--- src/rtl/mem_arbiter.sv ---
// mem_arbiter: merges the core's ibus and dbus onto a single memory request
// bus with at most one outstanding transaction and round-robin arbitration.
// Optional performance counters are built when MEM_ARB_PERF_EN is defined;
// otherwise perf_icnt/perf_dcnt/perf_wait are tied to zero.
module mem_arbiter #(
  parameter int ADDR_W = 64,
  parameter int DATA_W = 64
) (
  input  logic              clk,
  input  logic              reset,
  input  logic              ireq_valid,
  input  logic [ADDR_W-1:0] ireq_addr,
  output logic              iresp_addr_ok,
  output logic              iresp_data_ok,
  output logic [31:0]       iresp_data,
  input  logic              dreq_valid,
  input  logic [ADDR_W-1:0] dreq_addr,
  input  logic [2:0]        dreq_size,
  input  logic [7:0]        dreq_strobe,
  input  logic [DATA_W-1:0] dreq_data,
  output logic              dresp_addr_ok,
  output logic              dresp_data_ok,
  output logic [DATA_W-1:0] dresp_data,
  output logic              mreq_valid,
  input  logic              mreq_ready,
  output logic              mreq_write,
  output logic [ADDR_W-1:0] mreq_addr,
  output logic [2:0]        mreq_size,
  output logic [7:0]        mreq_strobe,
  output logic [DATA_W-1:0] mreq_data,
  input  logic              mresp_valid,
  input  logic [DATA_W-1:0] mresp_data,
  output logic [31:0]       perf_icnt,
  output logic [31:0]       perf_dcnt,
  output logic [31:0]       perf_wait
);

  typedef enum logic [2:0] {
    IDLE   = 3'd0,
    REQ_I  = 3'd1,
    REQ_D  = 3'd2,
    WAIT_I = 3'd3,
    WAIT_D = 3'd4
  } state_t;

  state_t state;
  logic   rr_d;      // 1: dbus wins the next contested grant
  logic   grant_d;
  logic   grant_i;

  // Contested grants follow rr_d; an uncontested requester always wins.
  always_comb begin
    grant_d = dreq_valid && (!ireq_valid || rr_d);
    grant_i = ireq_valid && !grant_d;
  end

  // Arbitration FSM; latched request and mreq_valid are registered outputs.
  always_ff @(posedge clk) begin
    if (!reset) begin
      state       <= IDLE;
      rr_d        <= 1'b1;
      mreq_valid  <= 1'b0;
      mreq_write  <= 1'b0;
      mreq_addr   <= '0;
      mreq_size   <= '0;
      mreq_strobe <= '0;
      mreq_data   <= '0;
    end else begin
      case (state)
        IDLE: begin
          if (ireq_valid && dreq_valid) rr_d <= ~rr_d;
          if (grant_d) begin
            state       <= REQ_D;
            mreq_valid  <= 1'b1;
            mreq_write  <= |dreq_strobe;
            mreq_addr   <= dreq_addr;
            mreq_size   <= dreq_size;
            mreq_strobe <= dreq_strobe;
            mreq_data   <= dreq_data;
          end else if (grant_i) begin
            state       <= REQ_I;
            mreq_valid  <= 1'b1;
            mreq_write  <= 1'b0;
            mreq_addr   <= ireq_addr;
            mreq_size   <= 3'b010;
            mreq_strobe <= '0;
            mreq_data   <= '0;
          end
        end
        REQ_I: if (mreq_ready) begin
          state      <= WAIT_I;
          mreq_valid <= 1'b0;
        end
        REQ_D: if (mreq_ready) begin
          state      <= WAIT_D;
          mreq_valid <= 1'b0;
        end
        WAIT_I: if (mresp_valid) state <= IDLE;
        WAIT_D: if (mresp_valid) state <= IDLE;
        default: begin
          state      <= IDLE;
          mreq_valid <= 1'b0;
        end
      endcase
    end
  end

  // Handshake pulses and response routing; data buses read zero when idle.
  always_comb begin
    iresp_addr_ok = (state == REQ_I) && mreq_ready;
    dresp_addr_ok = (state == REQ_D) && mreq_ready;
    iresp_data_ok = (state == WAIT_I) && mresp_valid;
    dresp_data_ok = (state == WAIT_D) && mresp_valid;
    iresp_data    = '0;
    dresp_data    = '0;
    if (iresp_data_ok) iresp_data = mreq_addr[2] ? mresp_data[63:32] : mresp_data[31:0];
    if (dresp_data_ok) dresp_data = mresp_data;
  end

`ifdef MEM_ARB_PERF_EN
  // Completion counts per bus and cycles spent with a transaction in flight.
  always_ff @(posedge clk) begin
    if (!reset) begin
      perf_icnt <= '0;
      perf_dcnt <= '0;
      perf_wait <= '0;
    end else begin
      if (iresp_data_ok) perf_icnt <= perf_icnt + 32'd1;
      if (dresp_data_ok) perf_dcnt <= perf_dcnt + 32'd1;
      if (state != IDLE) perf_wait <= perf_wait + 32'd1;
    end
  end
`else
  assign perf_icnt = '0;
  assign perf_dcnt = '0;
  assign perf_wait = '0;
`endif

endmodule

--- config.mk ---
export PLATFORM = sky130hd
export DESIGN_NAME = mem_arbiter
export DESIGN_NICKNAME = d
export VERILOG_FILES = /design/src/rtl/mem_arbiter.sv
export SDC_FILE = /design/constraint.sdc
export NUM_CORES = 1
export LEC_CHECK = 0
export ABC_AREA = 1
export CAP_MARGIN = 40
export CELL_PAD_IN_SITES_DETAIL_PLACEMENT = 0
export CELL_PAD_IN_SITES_GLOBAL_PLACEMENT = 1
export CORE_AREA = 3 3 235 237
export CTS_CLUSTER_SIZE = 12
export DETAILED_ROUTE_END_ITERATION = 7
export DIE_AREA = 0 0 238 240
export GPL_TIMING_DRIVEN = 0
export PLACE_DENSITY_LB_ADDON = 0.1
export SYNTH_ARGS = -nofsm -noshare
export SYNTH_HDL_FRONTEND = slang
export SYNTH_SLANG_ARGS = --single-unit
--- constraint.sdc ---
create_clock -name clk -period 3.7 [get_ports clk]
set_input_delay 0.74 -clock clk [delete_from_list [all_inputs] [get_ports clk]]
set_output_delay 0.74 -clock clk [all_outputs]
set_load 0.01 [all_outputs]
# Yosys cells after proc, flatten, opt, wreduce, memory -nomap -nowiden
# Index checks and enable logic that the tools add are counted.
totals:
  out_inout_bits: 337
  word_cells: 61
  input_bits: 273
  ff_bits: 145
op_classes:
  bitwise: 2
  eq_ne: 9
  mux: 23
  n_reduce_logical: 19
ops:
  columns: ["operator", "n"]
  rows:
  - ["64-bit 2-to-1 mux", 5]
  - ["32-bit 2-to-1 mux", 2]
  - ["3-bit 2-to-1 mux", 7]
  - ["8-bit 2-to-1 mux", 2]
  - ["3-bit one-hot mux with 4 select lines", 1]
  - ["8-bit OR reduction", 1]
  - ["1-bit logical AND", 7]
  - ["3-bit by 2-bit == test with 1-bit output, second input constant", 2]
  - ["1-bit 2-to-1 mux", 5]
  - ["2-bit by 1-bit inequality test with 1-bit output, second input constant", 2]
  - ["2-bit inequality test, second input constant", 2]
  - ["2-bit AND reduction", 2]
  - ["4-bit AND reduction", 1]
  - ["2-bit OR reduction", 2]
  - ["3-bit by 1-bit == test with 1-bit output, second input constant", 1]
  - ["3-bit == test, second input constant", 1]
  - ["3-bit logical NOT", 1]
  - ["3-bit inequality test, second input constant", 1]
  - ["1-bit one-hot mux with 3 select lines", 1]
  - ["3-bit AND reduction", 1]
  - ["1-bit logical NOT", 2]
  - ["1-bit NOT", 2]
  - ["2-bit nonzero test", 1]
  - ["1-bit logical OR", 1]

# Longest topological paths before layout
# Gate-level depths: netlist of run 1.
logic_depth:
  word_depth: 8
  depth_mapped: 10
  depth_no_buf: 8

# Worst setup path after synthesis of run 1
# No wires, ideal clock.
synth_timing:
  path_type: "input to output"
  start: "input port mresp_valid"
  end: "output port dresp_data[0]"
  arrival_time_ps: 1524
  path_stages: 5
  t_required_ps: 2960
  slack_ps: 1436
  n_path_buf: 1
  cell_sequence: "inv_1 -> nor2_1 -> inv_2 -> clkbuf_1 -> nor2_1"
synth_between:
  elab_chain_cells: 2
synth_rtl:
  columns: ["element", "line_no", "text"]
  rows:
  - ["start: declaration", "31", "input logic mresp_valid,"]
  - ["1-bit logical AND", "113", "dresp_data_ok = (state == WAIT_D) && mresp_valid;"]
  - ["via dresp_data_ok", "22", "output logic dresp_data_ok,"]
  - ["64-bit 2-to-1 mux", "117", "if (dresp_data_ok) dresp_data = mresp_data;"]
  - ["end: declaration", "23", "output logic [DATA_W-1:0] dresp_data,"]
# The timed path passes the listed nets, and every way through them passes these cells.

# Worst setup path in the final report of run 1
layout_timing:
  start: "input port mresp_valid"
  end: "output port dresp_data[8]"
layout_between:
  elab_chain_cells: 2
layout_rtl:
  columns: ["element", "line_no"]
  rows:
  - ["1-bit logical AND", "113"]
  - ["64-bit 2-to-1 mux", "117"]
# No other way between the ends.

==> results of run 1 <==
[sequential cells by signal, summed over array words and instances, names as in the netlist]
signal,count
mreq_addr,64
mreq_data,64
mreq_strobe,8
mreq_size,3
state,3
mreq_valid,1
mreq_write,1
rr_d,1
[power groups by stage]
| stage | Combinational [mW] | Sequential (mW) | Clock, mW |
|---|---|---|---|
| 3_3_place_gp | 3.73 | 2.21 | 0 |
| 4_1_cts | 3.73 | 2.20 | 1.92 |
| 5_1_grt | 4.04 | 2.25 | 1.96 |
| 6_report | 3.60 | 2.20 | 1.80 |
| 3_5_place_dp | 3.71 | 2.23 | 0 |
| 2_1_floorplan | 1.56 | 2.39 | 0 |
[repair_timing]
item | CTS | global route
endpoints found under the setup margin | 3 | 42
hold endpoints to repair | 0 | 0
gates resized for setup | 1 | 12
[how the worst max path moves through the flow]
stage | start | end | slack [ps] | cells past startpoint
after global routing | mresp_valid | iresp_data[25] | 20 | 7
after global placement | mresp_valid | iresp_data[25] | 20 | 7
after detailed placement | mresp_valid | iresp_data[25] | -30 | 7
after floorplan | mresp_valid | dresp_data[0] | 1440 | 5
after CTS | mresp_valid | dresp_data[8] | 20 | 7
final | mresp_valid | dresp_data[8] | 190 | 7
[layout make-up]
class | instances | area (µm²) | area share [%]
timing repair buffer | 513 | 5130 | 35.1
multi-input combinational | 911 | 3700 | 25.3
sequential | 145 | 2900 | 19.9
buffer | 171 | 1110 | 7.57
tap | 696 | 871 | 5.96
clock buffer | 18 | 439 | 3.01
inverter | 81 | 304 | 2.08
clock inverter | 14 | 153 | 1.04
antenna | 2 | 5.00 | 0.0342
[logic make-up (layout without fill, tap and decap cells)]
kind of cell | count (synthesis) | in the layout
AO/OA/AOI/OAI | 179 | 179
buffers and inverters | 252 | 797
flip-flops | 145 | 145
other | 1 | 98
AND/OR/NAND/NOR | 636 | 636
[worst reg2reg max path, cell delays in order (launching register included)]
cell and delay [ps]:
dfxtp_1 330, inv_1 50, nand2_1 60, nand2_2 130, a21oi_4 220, inv_2 120, buf_6 190, buf_2 200
nor2_1 140, nor2_1 60
[metal layers]
metal	GRT usage, %	routed length, µm	vias up
li1	-	-	4781
met1	15.9	16800	4076
met2	26.6	22400	314
met3	6.77	4130	26
met4	3.52	456	6
met5	0	41	-
[cells in the final DEF (no fill, tap or decap), types with 4 or more instances in the layout]
cell	n
clkdlybuf4s50_1	513
nand2_1	355
nor2_1	265
dfxtp_1	145
a21oi_1	110
buf_4	108
conb_1	96
inv_1	78
o21ai_0	67
buf_2	29
clkbuf_1	24
clkbuf_16	17
nand3_1	8
clkbuf_2	6
inv_6	5
clkinvlp_4	4
[through the flow]
| stage | hold slack [ps] | setup TNS (ps) | setup slack, ps | std cells | instance area (µm²) |
|---|---|---|---|---|---|
| after global routing | 479 | 0 | 15.5 | 2549 | 14600 |
| after global placement | 446 | 0 | 15.1 | 2517 | 14000 |
| after CTS | 461 | 0 | 23.3 | 2549 | 14600 |
| after floorplan | 454 | 0 | 1440 | 1308 | 8000 |
| final | 459 | 0 | 189 | 2551 | 14600 |
| after detailed placement | 453 | -30.6 | -30.6 | 2517 | 14000 |
==> results.json, run 1 <==
{
  "reg2reg_depth": 9,
  "wl_per_cell_um": 17.2,
  "design.core.area_um2": 53500,
  "synth-edff-count": 0,
  "tightest_slew_ps": 577,
  "finalCritPeriodShare_pct": 94.9,
  "antenna_found_initial": 4,
  "r2r_slack_ps": 2110,
  "relSlewSlack_pct": 61.6,
  "r2r_end": "mreq_addr[62]",
  "gp_congestion": 0.772,
  "cts_tree": "done",
  "synth_top_area_share_pct": 38.0,
  "cts_root_buf": "clkbuf_16",
  "crit_type": "in2out",
  "crit_slowest_cell": "clkdlybuf4s50_1",
  "io_pins": 610,
  "drc": 0,
  "r2r_start": "rr_d",
  "cts_setup_buffers": 0,
  "min_period_ps": 3510,
  "rsz0062_at_grt": "no",
  "fin_util_pct": 27.3,
  "portBuffers": 513,
  "htree_num_levels": 4,
  "die-area_um2": 57100,
  "worst_hold_path_type": "reg2reg",
  "hold-path-cell-count": 2,
  "grt_pass1_vias": 9206,
  "start_util_pct": 14.3,
  "synthSimpleGateAreaFrac_pct": 31.8,
  "setup_viol": 0,
  "swShare_pct": 39.2,
  "vias": 9203,
  "synth_compound_gate_area_share_pct": 11.9,
  "arrival_ps": 2770,
  "cap_violations": 0,
  "dr.pass1.iters": 4,
  "p_int_mw": 4.62,
  "synth_top_family_by_area": "simple AND/OR/NAND/NOR gates",
  "fin_nets": 2113,
  "fp.dieW_um": 238,
  "synth.largest_area_cell": "dfxtp_1",
  "crit_chain": "clkdlybuf4s50_1 -> inv_1 -> nor2_1 -> inv_2 -> clkbuf_2 -> nor2_1 -> clkdlybuf4s50_1",
  "synth_xor_area_share_pct": 0,
  "path_buf_inv": 5,
  "ir_drop_mv": 0.301,
  "wirelength_um": 43800,
  "power_frac_comb_pct": 47.4,
  "avgSynthCellArea_um2": 6.30,
  "synth.area.top_cells": "dfxtp_1 (38%), nand2_1 (17%), nor2_1 (13%), buf_4 (11%), a21oi_1 (7.2%)",
  "power_mw": 7.61,
  "crit_fanout": 10,
  "insertion_delay_ps": 470,
  "clkTransAtPathRegs_ps": 60,
  "ant_nets": 0,
  "min-delay-start": "mreq_data[18]",
  "power_density_nw_per_um2": 520,
  "hpwlAfterDp_um": 35600,
  "startpoint_type": "input pin",
  "netlist_area_um2": 7640,
  "yosysMostFrequentCell": "nand2_1",
  "rows": 85,
  "outcome": "completed",
  "skew_ps": 10.5,
  "yosys-top-cells-count": "nand2_1 (355), nor2_1 (266), dfxtp_1 (145)",
  "crit_path_end_kind": "primary output",
  "fmax_mhz": 285,
  "grt_max_degree": 17,
  "fillCellCount": 5954,
  "pwr-share-seq_pct": 28.9,
  "hold_viol_final": 0,
  "whs_endpoint": "mreq_data[18]",
  "p_clk_share_pct": 23.7,
  "yosysWarnings": 0,
  "grtUsageTotal_pct": 14.8,
  "ys_seq_area_share_pct": 38.0,
  "slew_viol_final": 0,
  "async_flop_share_pct": 0,
  "crit_required_ps": 2960,
  "layout-drive-gt1-share_pct": 9.98,
  "power.leakage_nw": 6.46,
  "synth_fa_ha_area_share_pct": 0,
  "p_sw_mw": 2.98,
  "ys_ff_latch": 145,
  "vias_per_cell": 3.61,
  "cts_buffers": 17,
  "hold_buffers": 0,
  "synth_mux_area_share_pct": 0,
  "areaGrowthSynthToFinish_pct": 91.2,
  "synth_cells": 1213,
  "ys.flop_type": "dfxtp_1",
  "clockBufferDepth": 2,
  "die_h_um": 240,
  "path_delay_family": "buffers and inverters",
  "cts_sinks": 145,
  "overflow": 0,
  "yosysUniqueCellTypes": 22,
  "drtIter0Drc": 357,
  "grt_pass1_wl_um": 62000,
  "slowest_delay_ps": 620
}
Power figures use the tool's default switching activity.
==> inputs of run 2 (changes only) <==
--- a/config.mk
+++ b/config.mk
@@ -6,10 +6,12 @@
 export NUM_CORES = 1
 export LEC_CHECK = 0
 export ABC_AREA = 1
+export ABC_CLOCK_PERIOD_IN_PS = 3700
 export CAP_MARGIN = 40
 export CELL_PAD_IN_SITES_DETAIL_PLACEMENT = 0
 export CELL_PAD_IN_SITES_GLOBAL_PLACEMENT = 1
 export CORE_AREA = 3 3 235 237
+export CTS_BUF_LIST = sky130_fd_sc_hd__clkbuf_8
 export CTS_CLUSTER_SIZE = 12
 export DETAILED_ROUTE_END_ITERATION = 7
 export DIE_AREA = 0 0 238 240
==> results.json, run 2 (synthesis results as in run 1) <==
{
  "worst_hold_path_type": "reg2reg",
  "portBuffers": 513,
  "layout_commonest_cell": "clkdlybuf4s50_1",
  "crit_path_end_kind": "primary output",
  "grt_pass1_vias": 9199,
  "fmax_mhz": 285,
  "rows": 85,
  "wirelength_um": 43700,
  "setup_ws_ps": 191,
  "whs_endpoint": "mreq_data[18]",
  "crit_chain": "clkdlybuf4s50_1 -> inv_1 -> nor2_2 -> inv_1 -> clkbuf_1 -> nor2_1 -> clkdlybuf4s50_1",
  "insertion_delay_ps": 520,
  "crit_fanout": 10,
  "fin_util_pct": 27.0,
  "overflow": 0,
  "finalCritPeriodShare_pct": 94.8,
  "use_met3_pct": 6.69,
  "cts_buffers": 17,
  "cts_setup_buffers": 0,
  "outcome": "completed",
  "grt_max_degree": 17,
  "areaGrowthSynthToFinish_pct": 88.7,
  "crit_type": "in2out",
  "die_h_um": 240,
  "clkTransAtPathRegs_ps": 80,
  "crit_required_ps": 2960,
  "fin_area_um2": 14400,
  "cts_tree": "done",
  "cts.repair.resized": 1,
  "reg_top3": "mreq_addr (64), mreq_data (64), mreq_strobe (8)",
  "r2r_slack_ps": 2100,
  "io_pins": 610,
  "wl_per_cell_um": 17.1,
  "r2r_end": "mreq_addr[62]",
  "cts_root_buf": "clkbuf_8",
  "hold-path-cell-count": 2,
  "fin_hold_ws_ps": 462,
  "drtIter0Drc": 353,
  "layout-drive-gt1-share_pct": 9.98,
  "clockBufferDepth": 2,
  "vias_per_cell": 3.61,
  "start_util_pct": 14.3,
  "grt_use_met2_pct": 26.6,
  "grtUsageMet1_pct": 16.0,
  "r2r_start": "rr_d",
  "hold_viol_final": 0,
  "power_density_nw_per_um2": 496,
  "path_buf_inv": 5,
  "ir_drop_mv": 0.256,
  "grt_pass1_wl_um": 61900,
  "slowest_delay_ps": 640,
  "path_delay_family": "buffers and inverters",
  "fin_nets": 2113,
  "slew_viol_final": 0,
  "fp.dieW_um": 238,
  "hold_buffers": 0,
  "crit_slowest_cell": "clkdlybuf4s50_1",
  "reg2reg_depth": 9,
  "power.leakage_nw": 6.38,
  "cap_violations": 0,
  "layout_common_cells": "clkdlybuf4s50_1 (513), nand2_1 (355), nor2_1 (265)",
  "arrival_ps": 2770,
  "grt.busiest_layer": "met2",
  "min-delay-start": "mreq_data[18]",
  "fin_setup_tns_ps": 0,
  "dp_slack_ps": -30.6,
  "design.core.area_um2": 53500,
  "min_period_ps": 3510,
  "gp_congestion": 0.772,
  "relSlewSlack_pct": 61.6,
  "dr.pass1.iters": 5,
  "htree_num_levels": 4,
  "tightest_slew_ps": 577,
  "grtUsageTotal_pct": 14.8,
  "placed_cell_area_um2": 14000,
  "ant_nets": 0,
  "vias": 9215,
  "cts_sinks": 145,
  "skew_ps": 9.98,
  "power_mw": 7.15,
  "die-area_um2": 57100,
  "post-place-cells": 2517,
  "setup_viol": 0,
  "hpwlAfterDp_um": 35600,
  "antenna_found_initial": 4,
  "rsz0062_at_grt": "no",
  "drc": 0,
  "startpoint_type": "input pin",
  "stdcell_count": 2551
}
==> run 2: area by class of cell <==
cell class | count | area, µm²
diodes | 2 | 5.00
plain buffers | 171 | 1110
clock buffers | 18 | 248
clock inverters | 14 | 153
fillers | 5973 | 39100
inverters | 81 | 304
multi-input cells | 911 | 3700
flip-flops and latches | 145 | 2900
well taps | 696 | 871
repair buffers | 513 | 5130
==> run 2: where the power goes <==
| part | internal, mW | switching [mW] |
|---|---|---|
| clock | 0.623 | 0.732 |
| combinational | 1.62 | 1.98 |
| sequential | 1.98 | 0.217 |
==> run 2: worst max path at each step <==
| stage | startpoint | slack (ps) | to | cells after the start |
|---|---|---|---|---|
| detailed placement | mresp_valid | -30 | iresp_data[25] | 7 |
| CTS | mresp_valid | 20 | dresp_data[8] | 7 |
| global route | mresp_valid | 20 | iresp_data[25] | 7 |
| finish | mresp_valid | 190 | iresp_data[28] | 7 |
| global placement | mresp_valid | 20 | iresp_data[25] | 7 |
| floorplan | mresp_valid | 1440 | dresp_data[0] | 5 |
==> run 2: layer usage <==
layer	routed length (µm)	up-vias
li1	-	4775
met1	16900	4091
met2	22200	316
met3	4140	27
met4	486	6
met5	41	-
==> run 2: worst min-delay path, cell delays in order, from the launching register on <==
cell and delay [ps]:
dfxtp_1 310, nand2_1 60, a21oi_1 50
==> inputs of run 3 (changes only) <==
--- a/config.mk
+++ b/config.mk
@@ -17,6 +17,7 @@
 export DIE_AREA = 0 0 238 240
 export GPL_TIMING_DRIVEN = 0
 export PLACE_DENSITY_LB_ADDON = 0.1
+export SKIP_CTS_REPAIR_TIMING = 1
 export SYNTH_ARGS = -nofsm -noshare
 export SYNTH_HDL_FRONTEND = slang
 export SYNTH_SLANG_ARGS = --single-unit
==> results of run 3 <==
Final layout, timing and power as in run 2 (identical DEF).
